$ cat config.mk
export PLATFORM = sky130hd
export DESIGN_NAME = seq_divider
export DESIGN_NICKNAME = d
export VERILOG_FILES = /design/src/rtl/seq_divider_pkg.sv /design/src/rtl/seq_divider_div_step.sv /design/src/rtl/seq_divider.sv
export SDC_FILE = /design/constraint.sdc
export NUM_CORES = 1
export LEC_CHECK = 0
export CAP_MARGIN = 0
export CORE_UTILIZATION = 25
export CTS_BUF_LIST = sky130_fd_sc_hd__clkbuf_16
export CTS_CLUSTER_SIZE = 12
export DETAILED_ROUTE_END_ITERATION = 8
export PLACE_DENSITY_LB_ADDON = 0.2
export SKIP_CTS_REPAIR_TIMING = 1
export SYNTH_ARGS = -nofsm -noshare
export SYNTH_HDL_FRONTEND = slang
export SYNTH_SLANG_ARGS = --single-unit
$ cat constraint.sdc
create_clock -name sys_clk -period 6.13 [get_ports sys_clk]
set_input_delay 1.839 -clock sys_clk [delete_from_list [all_inputs] [get_ports sys_clk]]
set_output_delay 1.839 -clock sys_clk [all_outputs]
set_load 0.05 [all_outputs]
$ cat src/rtl/seq_divider_pkg.sv
// Shared definitions for the sequential restoring divider: FSM state encoding
// and the sizing rule for the iteration counter.
package seq_divider_pkg;

  typedef enum logic [1:0] {
    ST_IDLE = 2'd0,
    ST_RUN  = 2'd1,
    ST_DONE = 2'd2
  } state_t;

  // Counter must hold the value 2*bitwidth itself, hence the extra bit.
  function automatic int cnt_width(input int bitwidth);
    return $clog2(2 * bitwidth) + 1;
  endfunction

endpackage

$ cat src/rtl/seq_divider_div_step.sv
// One restoring division step: shift in the next dividend bit, try to subtract
// the divisor, keep the difference only if it did not go negative.
module seq_divider_div_step #(
  parameter int BITWIDTH = 32
) (
  input  logic [BITWIDTH:0]   partial_rem,
  input  logic                din_bit,
  input  logic [BITWIDTH-1:0] divisor,
  output logic [BITWIDTH:0]   new_rem,
  output logic                q_bit
);

  // One guard bit above the partial remainder carries the sign of the trial.
  logic [BITWIDTH+1:0] shifted;
  logic [BITWIDTH+1:0] trial;

  always_comb begin
    shifted = {partial_rem, din_bit};
    trial   = shifted - {2'b00, divisor};
    q_bit   = ~trial[BITWIDTH+1];
    new_rem = q_bit ? trial[BITWIDTH:0] : shifted[BITWIDTH:0];
  end

endmodule

$ cat src/rtl/seq_divider.sv
// Sequential radix-2 restoring divider, one quotient bit per clock, with
// valid/ready handshakes on both the operand and the result side.
module seq_divider
  import seq_divider_pkg::*;
#(
  parameter int BITWIDTH = 32
) (
  input  logic                  sys_clk,
  input  logic                  sys_rst_n,
  input  logic                  in_valid,
  output logic                  in_ready,
  input  logic [2*BITWIDTH-1:0] dividend,
  input  logic [BITWIDTH-1:0]   divisor,
  output logic                  out_valid,
  input  logic                  out_ready,
  output logic [2*BITWIDTH-1:0] quotient,
  output logic [BITWIDTH-1:0]   remainder,
  output logic                  div_by_zero
);

  localparam int DW = 2 * BITWIDTH;
  localparam int CW = cnt_width(BITWIDTH);

  state_t              state, state_nxt;
  logic [CW-1:0]       cnt;
  logic [BITWIDTH-1:0] dvs_q;
  logic [DW-1:0]       quot_reg;
  logic [BITWIDTH:0]   prem;
  logic [BITWIDTH:0]   prem_nxt;
  logic                q_bit;
  logic                accept;
  logic                last_step;
  logic                dvs_zero;

  assign in_ready  = (state == ST_IDLE);
  assign out_valid = (state == ST_DONE);
  assign accept    = in_valid & in_ready;
  assign dvs_zero  = (divisor == '0);
  assign last_step = (cnt == CW'(1));

  seq_divider_div_step #(
    .BITWIDTH (BITWIDTH)
  ) u_step (
    .partial_rem (prem),
    .din_bit     (quot_reg[DW-1]),
    .divisor     (dvs_q),
    .new_rem     (prem_nxt),
    .q_bit       (q_bit)
  );

  // NOTE: sequential state uses non-blocking assignments so every register
  // samples the pre-edge values regardless of block ordering.
  always_ff @(posedge sys_clk or negedge sys_rst_n) begin
    if (!sys_rst_n) state <= ST_IDLE;
    else            state <= state_nxt;
  end

  // NOTE: next-state gets a default before the case so no path leaves it
  // unassigned, which would otherwise infer a latch.
  always_comb begin
    state_nxt = state;
    case (state)
      ST_IDLE: if (in_valid)  state_nxt = dvs_zero ? ST_DONE : ST_RUN;
      ST_RUN:  if (last_step) state_nxt = ST_DONE;
      ST_DONE: if (out_ready) state_nxt = ST_IDLE;
      default:                state_nxt = ST_IDLE;
    endcase
  end

  // Working registers and the result registers; results only change at the
  // end of an operation (or a zero-divisor accept), so they stay stable in DONE
  // and keep the last value through IDLE.
  always_ff @(posedge sys_clk or negedge sys_rst_n) begin
    if (!sys_rst_n) begin
      cnt         <= '0;
      dvs_q       <= '0;
      quot_reg    <= '0;
      prem        <= '0;
      quotient    <= '0;
      remainder   <= '0;
      div_by_zero <= 1'b0;
    end else if (accept) begin
      dvs_q       <= divisor;
      quot_reg    <= dividend;
      prem        <= '0;
      cnt         <= CW'(DW);
      div_by_zero <= dvs_zero;
      if (dvs_zero) begin
        quotient  <= '1;
        remainder <= '0;
      end
    end else if (state == ST_RUN) begin
      quot_reg <= {quot_reg[DW-2:0], q_bit};
      prem     <= prem_nxt;
      cnt      <= cnt - CW'(1);
      if (last_step) begin
        quotient  <= {quot_reg[DW-2:0], q_bit};
        remainder <= prem_nxt[BITWIDTH-1:0];
      end
    end
  end

endmodule
==> metrics list <==
- Once the floorplan was initialized, standard cells occupied 25.4% of the core.
- Final critical path time including I/O delays and setup: 4.15 ns
- Seq/Total Area, Yosys: 50.9%
- The first global-routing pass estimated 57.1 mm of wire.
- DR WL/cell: 18.0 µm
- Counting the buffers created by CTS gives 28.
- CP arrival: 4.63 ns
- Number of synthesized flops with an enable pin: 0
* Layout Cell Area excl Fill: 15100 µm²
* Setup repair after global routing missed its margin: false
* Layout overhead on the synthesized area: 30.3%
* Total Routing Usage GR: 15.3%
- Synthesis instantiated 62 different standard cells from the library.
- CP Launch Type: input pin
- Critical-path cell with the highest stage delay: sky130_fd_sc_hd__nor4_1
- Standard cell area after detailed placement: 14100 µm²
* Mapped Avg Cell Area: 9.40 µm²
* Via count of the first global-routing pass: 9834
- Setup violations remaining at the end of the flow were counted as 0.
- The critical path is of the in -> reg type.
- Async set or reset register ratio after synthesis: 100%
* Number of instances in the synthesized netlist: 1230
- Delay of the slowest critical-path stage: 0.61 ns
* Worst hold path type: reg -> reg
- Sum of overflow across all layers after global routing: 0
- Buffer cell driving the clock tree root: sky130_fd_sc_hd__clkbuf_16
- The synthesized netlist occupies a cell area of 11600 µm².
- At the pin with the least slew margin, the transition time is 1.09 ns.
- Count of vias placed by the detailed router: 9728
* Io pins: 199
- Quantity of I/O buffers inserted on ports: 198
- Std cell rows: 78
- Tightest hold margin: 0.483 ns
- Fin Setup TNS: 0 ns
- Endpoint type of the worst setup path: flip-flop
- For this run, the number of Yosys warnings is 0.
- For this run, design rule violations remaining after detail routing come to 0.
- # H-tree levels: 1
- Of the cells placed in the final design, the portion with a size suffix greater than 1 is 5.10%.
- For this run, the detailed router's first-pass iteration total came to 5.
- Initial DRC Count: 521
- In the routed layout, each cell is associated on average with a via count of 4.83.
- Core footprint: 45500 µm²
- Between clock sinks in the finished design, the worst skew comes to 0.00847 ns.
- From bottom edge to top edge, the die measures 217 µm.
- Number of register bits inferred by synthesis: 235
* TritonCTS clock tree: built
- Leaving out fill and tap cells, the most frequent cell in the layout is sky130_fd_sc_hd__dfrtp_1.
- At the end of routability-driven placement, the weighted congestion stood at 0.858.
- Summed over all layers, the routed wires come to 36.3 mm.
- Leaving out fill and tap cells, the most frequent cells in the layout are sky130_fd_sc_hd__dfrtp_1 (235), sky130_fd_sc_hd__nand2_1 (219), sky130_fd_sc_hd__clkdlybuf4s50_1 (197).
- Entering global routing, the biggest net connects 114 pins.
- CTS saw 235 sinks.
- The number of pins exceeding their max-slew limit in the final report was 0.
- Initial antenna violation count: 3
* Die X: 217 µm
* Hold Fails Final Rpt: 0
- Of all nets on the critical path, the largest fanout is 24.
- Share of the clock period used by the worst path after layout: 67.6%
- The die covers 47100 µm².
- At the worst endpoint, the required time is 6.61 ns.
- Worst slew margin relative to its limit: 27.3%
- After clock tree synthesis, the clock-pin slew on the worst setup and hold paths is 0.06 ns.
* FMAX: 241 MHz
* Clock insertion delay at the later pin of the skew report: 0.55 ns
- For this run, the leading register cell type out of synthesis is sky130_fd_sc_hd__dfrtp_1.
* Final layout net count: 1524
- When the netlist entered floorplanning its net count stood at 1365.
- Run status: finished, final reports clean
- Sum of net half-perimeters after detailed placement: 24.6 mm
- Walking the worst path, the cells encountered are clkdlybuf4s50_1 -> nor4_1 -> nand4_1 -> nor2_1 -> nand2_1 -> nand2_2 -> buf_4 -> o22a_1.
* Number of maximum-capacitance constraint violations: 0
* Antenna Nets Post-Route: 0
* Worst-case clock buffer depth: 3
-- layer usage --
| metal | GRT usage (%) | wire length [µm] | vias to the layer above |
|---|---|---|---|
| met2 | 24.4 | 16800 | 195 |
| met4 | 4.77 | 845 | 2 |
| met1 | 20.8 | 16900 | 4778 |
| met5 | 0 | 8 | - |
| met3 | 2.82 | 1740 | 51 |
| li1 | - | - | 4702 |
-- synthesized netlist by cell type (all sizes together) (4+ instances only) --
cell type	n	area, µm²
dfrtp	235	5880
nand2	222	836
o21ai	107	536
nor2	91	344
a31oi	66	413
o22a	63	552
clkbuf	54	203
inv	48	180
a21oi	45	229
nand3	42	210
ha	34	425
buf	27	131
mux2i	26	260
a21o	21	158
xnor2	18	158
a32oi	13	114
o211ai	11	92.6
nor4	10	62.6
nand2b	8	50.1
nand4	7	43.8
xor2	7	61.3
a211oi	6	57.6
and3	6	37.5
a2111oi	5	43.8
nor3	5	30.0
nor3b	5	37.5
nor2b	4	25.0
o21bai	4	30.0
-- final timing paths --
kind,from,end,cells past startpoint,slack [ns]
min in group asynchronous,sys_rst_n,quotient[47]$_DFFE_PN0P_,1,1.21
worst max register to register,prem[11]$_DFFE_PN0P_,prem[28]$_DFFE_PN0P_,11,2.08
worst min register to register,remainder[9]$_DFFE_PN0P_,remainder[9]$_DFFE_PN0P_,2,0.48
worst min-delay path,remainder[9]$_DFFE_PN0P_,remainder[9]$_DFFE_PN0P_,2,0.48
worst max-delay path,divisor[9],quotient[14]$_DFFE_PN0P_,8,1.98
max in group asynchronous,sys_rst_n,dvs_q[27]$_DFFE_PN0P_,2,3.67
-- per-stage QoR --
| step | cells | setup slack (ns) | util (%) |
|---|---|---|---|
| after floorplan | 1230 | 2.96 | - |
| after global placement | 1959 | 1.39 | 31.0 |
| after detailed placement | 1959 | 1.38 | 31.0 |
| after CTS | 2011 | 1.96 | 33.1 |
| after global routing | 2013 | 1.79 | 33.1 |
| final | 2014 | 1.98 | 33.1 |
-- final cells by class --
type | count | area, µm²
antenna | 3 | 7.51
clock buffer | 29 | 726
clock inverter | 23 | 209
fill | 4757 | 30400
inverter | 48 | 180
multi-input combinational | 866 | 5190
sequential | 235 | 5880
tap | 600 | 751
timing repair buffer | 210 | 2110
-- logic make-up (layout without fill, tap and decap cells) --
group / Yosys count / after routing / synth area share, %
other: 0 / 3 / 0
DFF: 235 / 235 / 50.9
xor gates and xnor gates: 25 / 25 / 1.89
buffers and inverters: 129 / 310 / 4.45
and+or+nand+nor: 415 / 415 / 15.4
adders and majority gates: 35 / 35 / 3.85
muxes: 29 / 29 / 2.54
AOI/OAI and AO/OA: 362 / 362 / 20.9
-- critical path: cells and delay by family --
kind | cells | cell delay, ns
buffers and inverters | 2 | 0.75
AND/OR/NAND/NOR | 5 | 1.86
AO/OA/AOI/OAI | 1 | 0.16
Power is left out: the tool's default activity adds up to more than one toggle a clock period on the data nets, which glitch-free logic cannot reach.
